===== src/rtl/switch_scan_ctrl.sv =====
// switch_scan_ctrl: debounces the 8 DIP switches, mirrors them on the LEDs and
// walks the two-digit 7-seg display through S<n> for every switch that is ON.
// The display shows SA when all switches are ON and stays blank when none are.
// data_0/data_1 are hexdigit codes: 0-15 hex, 19 = 'S', 20 = blank.
module switch_scan_ctrl #(
  parameter int DEB_CYCLES   = 500000,
  parameter int DWELL_CYCLES = 25000000
) (
  input  logic       clk,
  input  logic       rst,
  input  logic [7:0] prswi,
  output logic [7:0] prled,
  output logic [4:0] data_0,
  output logic [4:0] data_1,
  output logic       dp,
  output logic       sw_chg
);

  localparam int DEB_W = $clog2(DEB_CYCLES);
  localparam int DWELL_W = $clog2(DWELL_CYCLES);
  localparam logic [DEB_W-1:0] DEB_MAX = DEB_W'(DEB_CYCLES - 1);
  localparam logic [DWELL_W-1:0] DWELL_MAX = DWELL_W'(DWELL_CYCLES - 1);

  localparam logic [4:0] CODE_BLANK = 5'd20;
  localparam logic [4:0] CODE_S     = 5'd19;
  localparam logic [4:0] CODE_A     = 5'd10;

  typedef enum logic [1:0] {
    ST_BLANK,
    ST_ALL,
    ST_SEEK,
    ST_SHOW
  } state_t;

  // Synchroniser, debounce counter and debounced switch image
  logic [7:0]       s1_q, s1_d;
  logic [7:0]       s2_q, s2_d;
  logic [7:0]       s3_q, s3_d;
  logic [DEB_W-1:0] cnt_q, cnt_d;
  logic [7:0]       prled_q, prled_d;
  logic             sw_chg_q, sw_chg_d;

  // Display sequencer state
  state_t             state_q, state_d;
  logic [2:0]         idx_q, idx_d;
  logic [DWELL_W-1:0] dwell_q, dwell_d;
  logic [4:0]         data0_q, data0_d;
  logic [4:0]         data1_q, data1_d;
  logic               dp_q, dp_d;

  logic               stable;
  logic [3:0]         ones;
  logic               multi_on;

  // Three-stage synchroniser feeding a saturating stability counter; the LED
  // image only moves once s2 has matched s3 for DEB_CYCLES consecutive cycles.
  always_comb begin
    s1_d     = prswi;
    s2_d     = s1_q;
    s3_d     = s2_q;
    stable   = (s2_q == s3_q);
    cnt_d    = cnt_q;
    prled_d  = prled_q;
    sw_chg_d = 1'b0;
    if (!stable) begin
      cnt_d = '0;
    end else if (cnt_q != DEB_MAX) begin
      cnt_d = cnt_q + DEB_W'(1);
    end
    if (stable && (cnt_q == DEB_MAX) && (s2_q != prled_q)) begin
      prled_d  = s2_q;
      sw_chg_d = 1'b1;
    end
  end

  // Number of ON switches in the debounced image, used for the decimal point
  always_comb begin
    ones = '0;
    for (int i = 0; i < 8; i++) begin
      ones = ones + {3'b000, prled_q[i]};
    end
    multi_on = (ones >= 4'd2);
  end

  // Next-state and display logic; a fresh debounced value overrides whatever
  // the sequencer was doing, including an expiring dwell.
  always_comb begin
    state_d = state_q;
    idx_d   = idx_q;
    dwell_d = dwell_q;
    data0_d = data0_q;
    data1_d = data1_q;
    if (sw_chg_q) begin
      if (prled_q == 8'h00) begin
        state_d = ST_BLANK;
        data0_d = CODE_BLANK;
        data1_d = CODE_BLANK;
      end else if (prled_q == 8'hFF) begin
        state_d = ST_ALL;
        data0_d = CODE_A;
        data1_d = CODE_S;
      end else begin
        state_d = ST_SEEK;
        idx_d   = 3'd0;
      end
    end else begin
      case (state_q)
        ST_BLANK: begin
          data0_d = CODE_BLANK;
          data1_d = CODE_BLANK;
        end
        ST_ALL: begin
          data0_d = CODE_A;
          data1_d = CODE_S;
        end
        ST_SEEK: begin
          if (prled_q[idx_q]) begin
            data0_d = {2'b00, idx_q};
            data1_d = CODE_S;
            dwell_d = '0;
            state_d = ST_SHOW;
          end else begin
            idx_d = idx_q + 3'd1;
          end
        end
        ST_SHOW: begin
          if (dwell_q == DWELL_MAX) begin
            idx_d   = idx_q + 3'd1;
            state_d = ST_SEEK;
          end else begin
            dwell_d = dwell_q + DWELL_W'(1);
          end
        end
        default: begin
          state_d = ST_BLANK;
          data0_d = CODE_BLANK;
          data1_d = CODE_BLANK;
        end
      endcase
    end
    dp_d = ((state_d == ST_SEEK) || (state_d == ST_SHOW)) && multi_on;
  end

  // Debounce registers with synchronous reset
  always_ff @(posedge clk) begin
    if (rst) begin
      s1_q     <= '0;
      s2_q     <= '0;
      s3_q     <= '0;
      cnt_q    <= '0;
      prled_q  <= '0;
      sw_chg_q <= 1'b0;
    end else begin
      s1_q     <= s1_d;
      s2_q     <= s2_d;
      s3_q     <= s3_d;
      cnt_q    <= cnt_d;
      prled_q  <= prled_d;
      sw_chg_q <= sw_chg_d;
    end
  end

  // Sequencer state and registered display outputs with synchronous reset
  always_ff @(posedge clk) begin
    if (rst) begin
      state_q <= ST_BLANK;
      idx_q   <= '0;
      dwell_q <= '0;
      data0_q <= CODE_BLANK;
      data1_q <= CODE_BLANK;
      dp_q    <= 1'b0;
    end else begin
      state_q <= state_d;
      idx_q   <= idx_d;
      dwell_q <= dwell_d;
      data0_q <= data0_d;
      data1_q <= data1_d;
      dp_q    <= dp_d;
    end
  end

  assign prled  = prled_q;
  assign data_0 = data0_q;
  assign data_1 = data1_q;
  assign dp     = dp_q;
  assign sw_chg = sw_chg_q;

endmodule


===== config.mk =====
export PLATFORM = sky130hd
export DESIGN_NAME = switch_scan_ctrl
export DESIGN_NICKNAME = d
export VERILOG_FILES = /design/src/rtl/switch_scan_ctrl.sv
export SDC_FILE = /design/constraint.sdc
export NUM_CORES = 1
export LEC_CHECK = 0
export BUFFER_PORTS_ARGS = -buffer_cell sky130_fd_sc_hd__buf_2
export CAP_MARGIN = 20
export CORE_UTILIZATION = 25
export CTS_CLUSTER_DIAMETER = 80
export DETAILED_ROUTE_END_ITERATION = 8
export SLEW_MARGIN = 20
export SYNTH_ARGS = -nofsm -noshare
export SYNTH_HDL_FRONTEND = slang
export SYNTH_SLANG_ARGS = --single-unit

===== constraint.sdc =====
create_clock -name clk -period 2.9 [get_ports clk]
set_input_delay 0.145 -clock clk [delete_from_list [all_inputs] [get_ports clk]]
set_output_delay 0.145 -clock clk [all_outputs]
set_load 0.01 [all_outputs]

; ---- Yosys cells after proc, flatten, opt, wreduce, memory -nomap -nowiden
; Index checks and enable logic that the tools add are counted.
[totals]
in_bits = 10
regBits = 93
romBits = 0
word_cells = 86
n_memories = 0
ramBits = 0
latch_bits = 0
out_inout_bits = 20
[op_classes]
n_eq_ne = 19
n_mux = 28
bitwise = 2
reduce_logical = 13
multipliers = 0
n_addsub = 10
order_cmp = 2
div = 0
shifts = 0
[op_table]
columns = operator, n
row1 = $mux 25, 2
row2 = $pmux 25 s2, 1
row3 = $mux 5, 8
row4 = $pmux 5 s3, 2
row5 = $add 25x1->25 const B, 1
row6 = $eq 25x25->1 const B, 1
row7 = $add 19x1->19 const B, 1
row8 = $eq 19x19->1 const B, 1
row9 = $ne 19x19->1 const B, 1
row10 = $add 4x1->4, 4
row11 = $mux 3, 5
row12 = $mux 2, 5
row13 = $ne 3x3->1 const B, 3
row14 = $eq 2x2->1 const B, 4
row15 = $eq 8x8->1, 1
row16 = $eq 8x8->1 const B, 1
row17 = $logic_not 8->1, 1
row18 = $ne 2x2->1 const B, 4
row19 = $ne 8x8->1, 1
row20 = $pmux 3 s2, 1
row21 = $reduce_and 5->1, 1
row22 = $add 3x1->4, 1
row23 = $ge 4x2->1 const B, 1
row24 = $lt 3x4->1 const B, 1
row25 = 18 further kinds, 22

; ---- Logic depth before layout (Yosys ltp)
; Gate-level depths: netlist (run 1).
[depth]
depth_word = 9
depth_mapped = 12

; ---- Worst setup path after synthesis (run 1)
; No wires, ideal clock.
[synth_timing]
kind = flip-flop to flip-flop
from = register prled_q[0], in the netlist prled[0]
to = register dp_q, in the netlist dp
n_path_buf = 0
period_less_slack_ns = 3.111
setup_time_ns = 0.122
path_slack_ns = -0.211
required_time_ns = 2.778
arrival_ns = 2.989
stages_incl_launch_ff = 12
path_cell_list = dfxtp_1 -> inv_1 -> fa_1 -> fa_1 -> fa_1 -> inv_1 -> ha_1 -> inv_1 -> fa_1 -> a211oi_1 -> mux2_2 -> a21boi_0
[synth_between]
elab_chain_cells = 9
elab_cells_between_ends = 21
cone_classes = 7 x add/sub / 1 x order compare / 3 x eq/ne / 7 x mux / 3 x reduce/logical
[synth_rtl]
columns = element, line_no
row1 = start: declaration, 40  ; logic [7:0] prled_q, prled_d;
row2 = start signal: assignment, 158  ; prled_q <= prled_d;
row3 = $add 1x1->2, 80  ; ones = ones + {3'b000, prled_q[i]};
row4 = $add 2x1->3, 80
row5 = $add 3x1->4, 80
row6 = $add 4x1->4 (4 in a row), 80
row7 = $ge 4x2->1, 82  ; multi_on = (ones >= 4'd2);
row8 = $logic_and 1x1->1 (*), 141  ; dp_d = ((state_d == ST_SEEK) || (state_d == ST_SHOW)) && multi_on;
row9 = end signal: assignment, 178  ; dp_q <= dp_d;
row10 = end: declaration, 49  ; logic dp_q, dp_d;
; Mark *: on every way between the ends. The rest lies on a longest branch, timed or not. The select of a mux whose other input is x is not followed.
; A chain may end at the register's enable or synchronous reset.

; ---- Worst setup path after layout (run 1)
; Ends and elaborated chain as after synthesis.

==> qor.csv, run 1 <==
stage,metric,value,unit
layout,nNetsFinal,557,
synthesis,synthXorXnorAreaFrac,0.0664,
synthesis,synth_fa_ha_area_frac,0.0514,
cts,clkTransAtPathRegs,70,ps
cts,cts_max_level,3,
floorplanning,fp-row-count,48,
cts,cts_buffers,9,
route,num_vias,3560,
synthesis,synth_compound_area_frac,0.131,
timing,fin_crit_sh,0.990,
timing,finalWorstPathRequiredPeriod,2870,ps
critical_path,cp-end-kind,register,
global_routing,grt_overflow,0,
critical_path,r2r_start,prled[0]$_SDFFE_PP0P_,
synthesis,synth_top_family_by_area,simple AND/OR/NAND/NOR gates,
status,status,"complete, no violations",
route,wl,9.08,mm
layout,multiInputGateArea,0.00247,mm2
placed_design,dpl_cell_area,0.00486,mm2
critical_path,cp-start-kind,register,
synthesis,synthArstFlopShare,0,
floorplanning,die_h,136,um
cts,cts_root_buf,clkbuf_16,
timing,slew-limit-headroom,0.483,
cts,cts.sinks,89,
route,drc_errors,0,
cts,post_cts.repair.setup_buffers,0,
synthesis,synth_edf_count,0,
timing,max_freq,348,MHz
cts,cts.path.max_buffers,2,
synthesis,synthesis.nets,528,
floorplanning,core-area,0.0174,mm2
flow_run,drv_cap,0,
timing,maxSlewViolCount,0,
route,drtIter0Drc,213,
layout,fillers,1869,
synthesis,synth_commonest_cells,"89 x dfxtp_1, 35 x nand2_1, 34 x a21oi_1, 31 x nor2_1, 27 x inv_1",
synthesis,yosysWarnings,0,
synthesis,synth_area_leader_cell,dfxtp_1,
synthesis,ys_seq_elements,89,
power_and_ir_drop,p_leak,0.00183,uW
critical_path,cp.required,3180,ps
global_routing,grt_pass1_vias,3258,
cts,tritoncts,built,
synthesis,synth_most_common_cell,dfxtp_1,
power_and_ir_drop,power_density,500,mW/mm2
synthesis,synth_cell_types,63,
placed_design,place_congestion,0.766,
floorplanning,die_w,136,um
synthesis,syn-mean-instance-area,8.93,um2
critical_path,crit_type,reg2reg,
layout,drive_gt1_frac,0.142,
synthesis,synth_area_leaders,"dfxtp_1 40%, a21oi_1 3.8%, xnor2_1 3.7%",
layout,insertedDiodeCount,0,
synthesis,synthCells,502,
timing,skew,9.20,ps
synthesis,synth-simple-area-share,0.251,
global_routing,track_usage,0.106,
route,routed_via_density,4.68,
route,post_drt_wl_per_cell,11.9,um
critical_path,worst_ep_arrival_time,3150,ps
timing,rsz0062_at_grt,true,
critical_path,cp_max_fo,2,
layout,fin_cells,761,
placed_design,port_buffers,27,
layout,area.growth.synth_to_final,16.7,%
placed_design,dp.cells,738,
synthesis,yosys_most_used_dff,dfxtp_1,
synthesis,ys_seq_area_frac,0.397,
floorplanning,start_util,0.257,
worst_hold_path,min_from,prswi[4],
worst_hold_path,min_path_type,in2reg,
critical_path,worstSetupStartpoint,prled[0]$_SDFFE_PP0P_,
placed_design,dp_hpwl,6.40,mm
power_and_ir_drop,ir_drop,0.000362,V
synthesis,yosys.area.top_type_share,0.397,
global_routing,grt_pass1_wl,15.5,mm
floorplanning,io_pins,30,
route,dr.pass1.iters,4,
layout,regArea,0.00179,mm2
timing,hold_viol_final,0,
synthesis,muxShareOfSynthArea,0.0469,
floorplanning,die_area,0.0185,mm2
route,postRouteAntennaNets,0,
global_routing,antenna_found_initial,0,
layout,stdcell_area,0.00523,mm2
synthesis,syn_area,0.00448,mm2
timing,setup_viol,0,
cts,clock_latency,350,ps
global_routing,grt_start_max_net_pins,35,
timing,tightest_slew,772,ps
[power breakdown]
| part | leakage [uW] | switching (uW) | total (uW) | internal (uW) |
|---|---|---|---|---|
| registers | 0.000724 | 21.7 | 1270 | 1250 |
| clock network | 0.000151 | 546 | 1180 | 633 |
| logic | 0.000953 | 101 | 172 | 70.5 |
[area by class of cell]
class | count | share of cell area
Clock buffer | 10 | 0.0457
Clock inverter | 6 | 0.0124
Inverter | 27 | 0.0194
Multi-Input combinational cell | 359 | 0.472
Sequential cell | 89 | 0.342
Tap cell | 225 | 0.0538
Timing Repair Buffer | 45 | 0.0550
[repair_timing]
item                                   in CTS  in global routing
setup endpoints to repair                   1                  1
hold buffers                                7                  0
endpoints found under the hold margin       7                  0
gates cloned                                0                  0
resized for setup                           0                  2
pin swaps                                   2                  0
[layer usage]
layer | part of all wire | GRT usage | up-vias
met5 | 0 | 0 | -
met1 | 0.50 | 0.136 | 1654
li1 | - | - | 1844
met2 | 0.45 | 0.165 | 50
met4 | 0.017 | 0.0444 | 0
met3 | 0.035 | 0.0306 | 12
[cells in the final DEF, fill, tap and decap left out, types with 8 or more instances in the layout]
| cell | instances |
|---|---|
| ha_1 | 11 |
| buf_2 | 27 |
| mux2i_1 | 8 |
| buf_4 | 11 |
| nor2_1 | 31 |
| dfxtp_1 | 86 |
| nand2_1 | 35 |
| a21oi_1 | 34 |
| nor3_1 | 9 |
| nand3_1 | 13 |
| xor2_1 | 15 |
| inv_1 | 25 |
| clkbuf_16 | 9 |
| nor2b_1 | 25 |
| or3_1 | 11 |
| nor4_1 | 9 |
| o21ai_0 | 15 |
| nand2b_1 | 9 |
| nand4_1 | 25 |
| xnor2_1 | 19 |
[logic make-up after synthesis]
logic type,Yosys count
mux,15
simple gates,202
flops,89
buf+inv,54
fa+ha+maj,16
xor+xnor,34
compound gates,90
other cells,2
[path summary, 6_finish.rpt]
path,to,slack [ps],cells after the start
worst max-delay path,dp$_SDFF_PP0_,30,10
worst min-delay path,s1_q[4]$_SDFF_PP0_,4,2
worst max register to register,dp$_SDFF_PP0_,30,10
worst min register to register,s2_q[3]$_SDFF_PP0_,440,1
[registers in the layout, indices dropped and copies added, names as in the netlist]
register and cells:
cnt_q 19, data_0 4, data_1 2, dp 1, dwell_q 25, idx_q 3, prled 8, s1_q 8
s2_q 8, s3_q 8, state_q 2, sw_chg 1
[metrics by stage]
stage          TNS (ps)   util  total power [uW]  hold WS, ps  setup slack, ps
2_1_floorplan     -61.5      -              1430          273            -61.5
3_3_place_gp          0  0.279              1460          357             15.7
3_5_place_dp      -37.1  0.279              1460          357            -37.1
4_1_cts               0  0.301              2660        0.464             17.0
5_1_grt            -131  0.301              2730         9.01             -131
6_report              0  0.301              2620         3.62             29.9
[critical path, stage by stage (launching register included)]
cell and delay (ps):
dfxtp_4 340, inv_1 60, fa_1 480, fa_1 510
fa_1 400, inv_1 70, ha_2 170, inv_2 40
fa_2 330, mux2_4 270, a21boi_1 130
(Power assumes the default switching activity.)
==> run 2: changes to the inputs <==
CORE_UTILIZATION = 35   (was 25)
==> qor.csv, run 2 (synthesis gave the netlist of run 1 again) <==
stage,metric,value,unit
status,status,"finished, violations left",
status,violations,setup timing,
layout,fin_cells,701,
timing,tightest_slew,734,ps
timing,rsz0062_at_grt,true,
critical_path,crit_type,reg2reg,
cts,cts.sinks,89,
cts,cts_buffers,9,
power_and_ir_drop,ir_drop,0.000277,V
layout,drive_gt1_frac,0.146,
cts,cts_max_level,3,
power_and_ir_drop,p_comb_frac,0.066,
cts,clkTransAtPathRegs,70,ps
flow_run,drv_cap,0,
layout,nNetsFinal,554,
route,postRouteAntennaNets,0,
route,num_vias,3603,
critical_path,cp-start-kind,register,
global_routing,antenna_found_initial,0,
timing,max_freq,343,MHz
placed_design,dpl_cell_area,0.00479,mm2
power_and_ir_drop,power_density,508,mW/mm2
floorplanning,io_pins,30,
timing,skew,9.50,ps
floorplanning,fp-row-count,40,
cts,tritoncts,built,
layout,reg_top3,"dwell_q x25, cnt_q x19",
critical_path,cp.required,3140,ps
route,drc_errors,0,
route,drtIter0Drc,134,
power_and_ir_drop,p_leak,0.00182,uW
global_routing,grt_overflow,0,
layout,largest_reg_flops,25,
global_routing,grt_pass1_vias,3397,
layout,area.growth.synth_to_final,14.5,%
critical_path,worst_ep_arrival_time,3160,ps
global_routing,grt_start_max_net_pins,45,
cts,cts_root_buf,clkbuf_16,
global_routing,grt_pass1_wl,15.8,mm
layout,utilization,0.419,
placed_design,place_congestion,0.792,
cts,clock_latency,350,ps
route,routed_via_density,5.14,
timing,slew-limit-headroom,0.508,
timing,setup_slack,-14.8,ps
power_and_ir_drop,p_clk_frac,0.449,
placed_design,dp.cells,681,
cts,post_cts.repair.setup_buffers,0,
layout,insertedDiodeCount,0,
power_and_ir_drop,switchingPower,661,uW
timing,fin_crit_sh,1.01,
critical_path,cp-end-kind,register,
power_and_ir_drop,p_int,1950,uW
route,wl,9.24,mm
global_routing,track_usage,0.151,
critical_path,cp_max_fo,2,
floorplanning,die_w,115,um
route,post_drt_wl_per_cell,13.2,um
timing,hold_viol_final,0,
placed_design,dp_hpwl,6.55,mm
power_and_ir_drop,seq_power_share,0.486,
route,dr.pass1.iters,4,
timing,maxSlewViolCount,0,
placed_design,port_buffers,27,
layout,stdcell_area,0.00513,mm2
timing,finalSetupTns,-14.8,ps
layout,regMostFlops,dwell_q,
layout,final_cell_mix,"86 x dfxtp_1, 35 x nand2_1, 34 x a21oi_1",
timing,setup_viol,1,
worst_hold_path,min_path_type,in2reg,
layout,layout_commonest_cell,dfxtp_1,
cts,cts.path.max_buffers,2,
power_and_ir_drop,p_sw_frac,0.253,
floorplanning,start_util,0.366,
floorplanning,die_h,115,um
floorplanning,core-area,0.0123,mm2
timing,finalWorstPathRequiredPeriod,2910,ps
floorplanning,die_area,0.0133,mm2
placed_design,pre_cts_slack,-82.5,ps
## run 2: area by class of cell
| class | instances | area, um2 |
|---|---|---|
| clock buffer | 10 | 239 |
| multi-input combinational | 359 | 2470 |
| tap | 168 | 210 |
| timing repair buffer | 42 | 258 |
| inverter | 27 | 101 |
| clock inverter | 6 | 62.6 |
| sequential | 89 | 1790 |
| fill | 1232 | 7130 |
## run 2: worst paths after layout
check / startpoint / end / slack [ps] / cells after the start
worst max-delay path: prled[3]$_SDFFE_PP0P_ / dp$_SDFF_PP0_ / -10 / 11
worst max register to register: prled[3]$_SDFFE_PP0P_ / dp$_SDFF_PP0_ / -10 / 11
worst min-delay path: prswi[3] / s1_q[3]$_SDFF_PP0_ / 3 / 2
worst min register to register: s1_q[1]$_SDFF_PP0_ / s2_q[1]$_SDFF_PP0_ / 440 / 1
## run 2: metal layers
layer	up-vias	wire length [um]	share of wire	GRT usage
met1	1718	4280	0.46	0.177
met5	-	0	0	0
met4	0	132	0.014	0.0519
li1	1827	-	-	-
met3	13	331	0.036	0.0459
met2	45	4490	0.49	0.262
## run 2: critical path, stage by stage, from the launching register on
cell      delay [ps]
dfxtp_2          340
inv_2             40
fa_1             550
fa_1             440
fa_1             450
inv_1             80
ha_2             180
inv_2             40
fa_2             340
a211oi_2         140
mux2_4           170
a21boi_2          40
## run 2: power by group through the flow
stage / clock [uW] / combinational (uW) / sequential [uW]
final: 1170 / 171 / 1270
after global routing: 1260 / 192 / 1270
after CTS: 1200 / 172 / 1270
after detailed placement: 0 / 167 / 1300
after global placement: 0 / 164 / 1290
after floorplan: 0 / 138 / 1290
## run 2: through the flow
stage	hold WS [ps]	total power (uW)
global route	18.9	2720
CTS	0.211	2640
floorplan	273	1430
global placement	362	1460
finish	2.86	2610
detailed placement	363	1460
## run 2: timing repair
item,in CTS,in global routing
endpoints found under the hold margin,4,0
hold buffers,4,0
pin swaps,2,0
endpoints found under the setup margin,1,1
resized for setup,3,1
==> run 3: changes to the inputs <==
CORE_UTILIZATION = 45   (was 35)
clock period = 3.3 ns   (was 2.9 ns; I/O delays follow)
==> qor.csv, run 3 (synthesis gave the netlist of run 1 again) <==
stage,metric,value,unit
worst_hold_path,hold_end,s1_q[3]$_SDFF_PP0_,
route,drtIter0Drc,83,
critical_path,r2r_end,dp$_SDFF_PP0_,
floorplanning,fp-row-count,36,
cts,tritoncts,built,
critical_path,cp-end-kind,register,
cts,cts_root_buf,clkbuf_8,
placed_design,place_congestion,0.822,
floorplanning,io_pins,30,
route,postRouteAntennaNets,0,
global_routing,grt_pass1_wl,14.6,mm
global_routing,grt_start_max_net_pins,46,
timing,rsz0062_at_grt,false,
cts,cts_max_level,3,
power_and_ir_drop,ir_drop,0.000259,V
timing,fin_crit_sh,0.932,
critical_path,r2r_start,prled[0]$_SDFFE_PP0P_,
layout,insertedDiodeCount,0,
global_routing,antenna_found_initial,0,
route,num_vias,3535,
global_routing,track_usage,0.179,
timing,slew-limit-headroom,0.463,
layout,nNetsFinal,549,
floorplanning,die_h,102,um
cts,cts_buffers,9,
worst_hold_path,min_from,prswi[3],
floorplanning,start_util,0.461,
layout,fin_cells,661,
layout,reg_top3,"dwell_q x25, cnt_q x19",
timing,maxSlewViolCount,0,
placed_design,dp_hpwl,6.39,mm
layout,area.growth.synth_to_final,10.7,%
layout,regArea,0.00178,mm2
timing,finalSetupTns,0,ps
worst_hold_path,min_path_cells,2,
layout,final_cell_mix,"89 x dfxtp_1, 35 x nand2_1, 34 x a21oi_1",
critical_path,cp.required,3540,ps
floorplanning,die_w,102,um
floorplanning,die_area,0.0104,mm2
cts,hold_buffers,3,
power_and_ir_drop,p_leak,0.00174,uW
timing,fin_hold_ws,12.2,ps
cts,cts.sinks,89,
timing,skew,13.1,ps
critical_path,crit_type,reg2reg,
critical_path,cp_max_fo,2,
global_routing,grt_overflow,0,
flow_run,drv_cap,0,
floorplanning,core-area,0.00973,mm2
cts,clock_latency,360,ps
route,post_drt_wl_per_cell,13.7,um
cts,cts.path.max_buffers,2,
layout,largest_reg_flops,25,
placed_design,port_buffers,27,
route,routed_via_density,5.35,
route,drc_errors,0,
layout,fillers,950,
global_routing,grt_pass1_vias,3226,
critical_path,cp-start-kind,register,
layout,regMostFlops,dwell_q,
cts,clkTransAtPathRegs,100,ps
timing,hold_viol_final,0,
timing,tightest_slew,802,ps
cts,post_cts.repair.setup_buffers,0,
critical_path,worst_ep_arrival_time,3320,ps
worst_hold_path,min_path_type,in2reg,
layout,multiInputGateArea,0.00246,mm2
route,dr.pass1.iters,4,
route,wl,9.03,mm
placed_design,dp.cells,640,
layout,layout_commonest_cell,dfxtp_1,
power_and_ir_drop,power_density,429,mW/mm2
cts,ctsResizeCount,0,
timing,finalWorstPathRequiredPeriod,3080,ps
timing,max_freq,325,MHz
critical_path,rr_worst_depth,11,
status,status,"complete, no violations",
timing,setup_viol,0,
layout,drive_gt1_frac,0.117,
critical_path,reg2reg_slack,220,ps
run 3: cell count changes in the layout (fill, tap and decap cells not counted), sizes merged:
cell         change
buf              -6
inv              -3
bufinv           +2
clkinvlp         +1
dlygate4sd3      +1
run 3: through the flow:
step / cell area (um2) / power [uW] / setup WS, ps / utilization
6_report: 4960 / 2130 / 225 / 0.510
4_1_cts: 4940 / 2150 / 198 / 0.508
3_5_place_dp: 4680 / 1280 / 208 / 0.481
2_1_floorplan: 4480 / 1260 / 189 / -
3_3_place_gp: 4680 / 1280 / 318 / 0.481
5_1_grt: 4960 / 2220 / 85.9 / 0.510
run 3: layer usage:
metal,vias up,global-route usage,wire [um]
met1,1658,0.212,4190
li1,1820,-,-
met3,11,0.0479,296
met4,0,0.0659,132
met5,-,0,0
met2,46,0.310,4410
run 3: area by class of cell:
type / count / share of cell area
clock buffer: 10 / 0.0277
multi-input combinational: 359 / 0.495
clock inverter: 6 / 0.0189
tap: 133 / 0.0335
timing repair buffer: 37 / 0.0449
sequential: 89 / 0.359
inverter: 27 / 0.0204
run 3: how the worst max path moves through the flow:
stage / start / endpoint / depth (start not counted)
final: prled[0]$_SDFFE_PP0P_ / dp$_SDFF_PP0_ / 11
after global routing: prled[0]$_SDFFE_PP0P_ / dp$_SDFF_PP0_ / 11
after CTS: prled[0]$_SDFFE_PP0P_ / dp$_SDFF_PP0_ / 11
after detailed placement: prled[0]$_SDFFE_PP0P_ / dp$_SDFF_PP0_ / 11
after global placement: prled[0]$_SDFFE_PP0P_ / dp$_SDFF_PP0_ / 11
after floorplan: prled[0]$_SDFFE_PP0P_ / dp$_SDFF_PP0_ / 11
run 3: power by group:
part | switching [uW] | internal [uW]
Sequential | 19.0 | 1100
Combinational | 89.9 | 58.5
Clock | 412 | 456
run 3: worst max-delay path, stage by stage (launching register included):
cell,delay [ps]
dfxtp_1,330
inv_1,70
fa_1,550
fa_1,420
fa_1,440
inv_1,60
ha_1,150
inv_1,60
fa_1,410
a211oi_1,230
mux2_2,180
a21boi_0,60
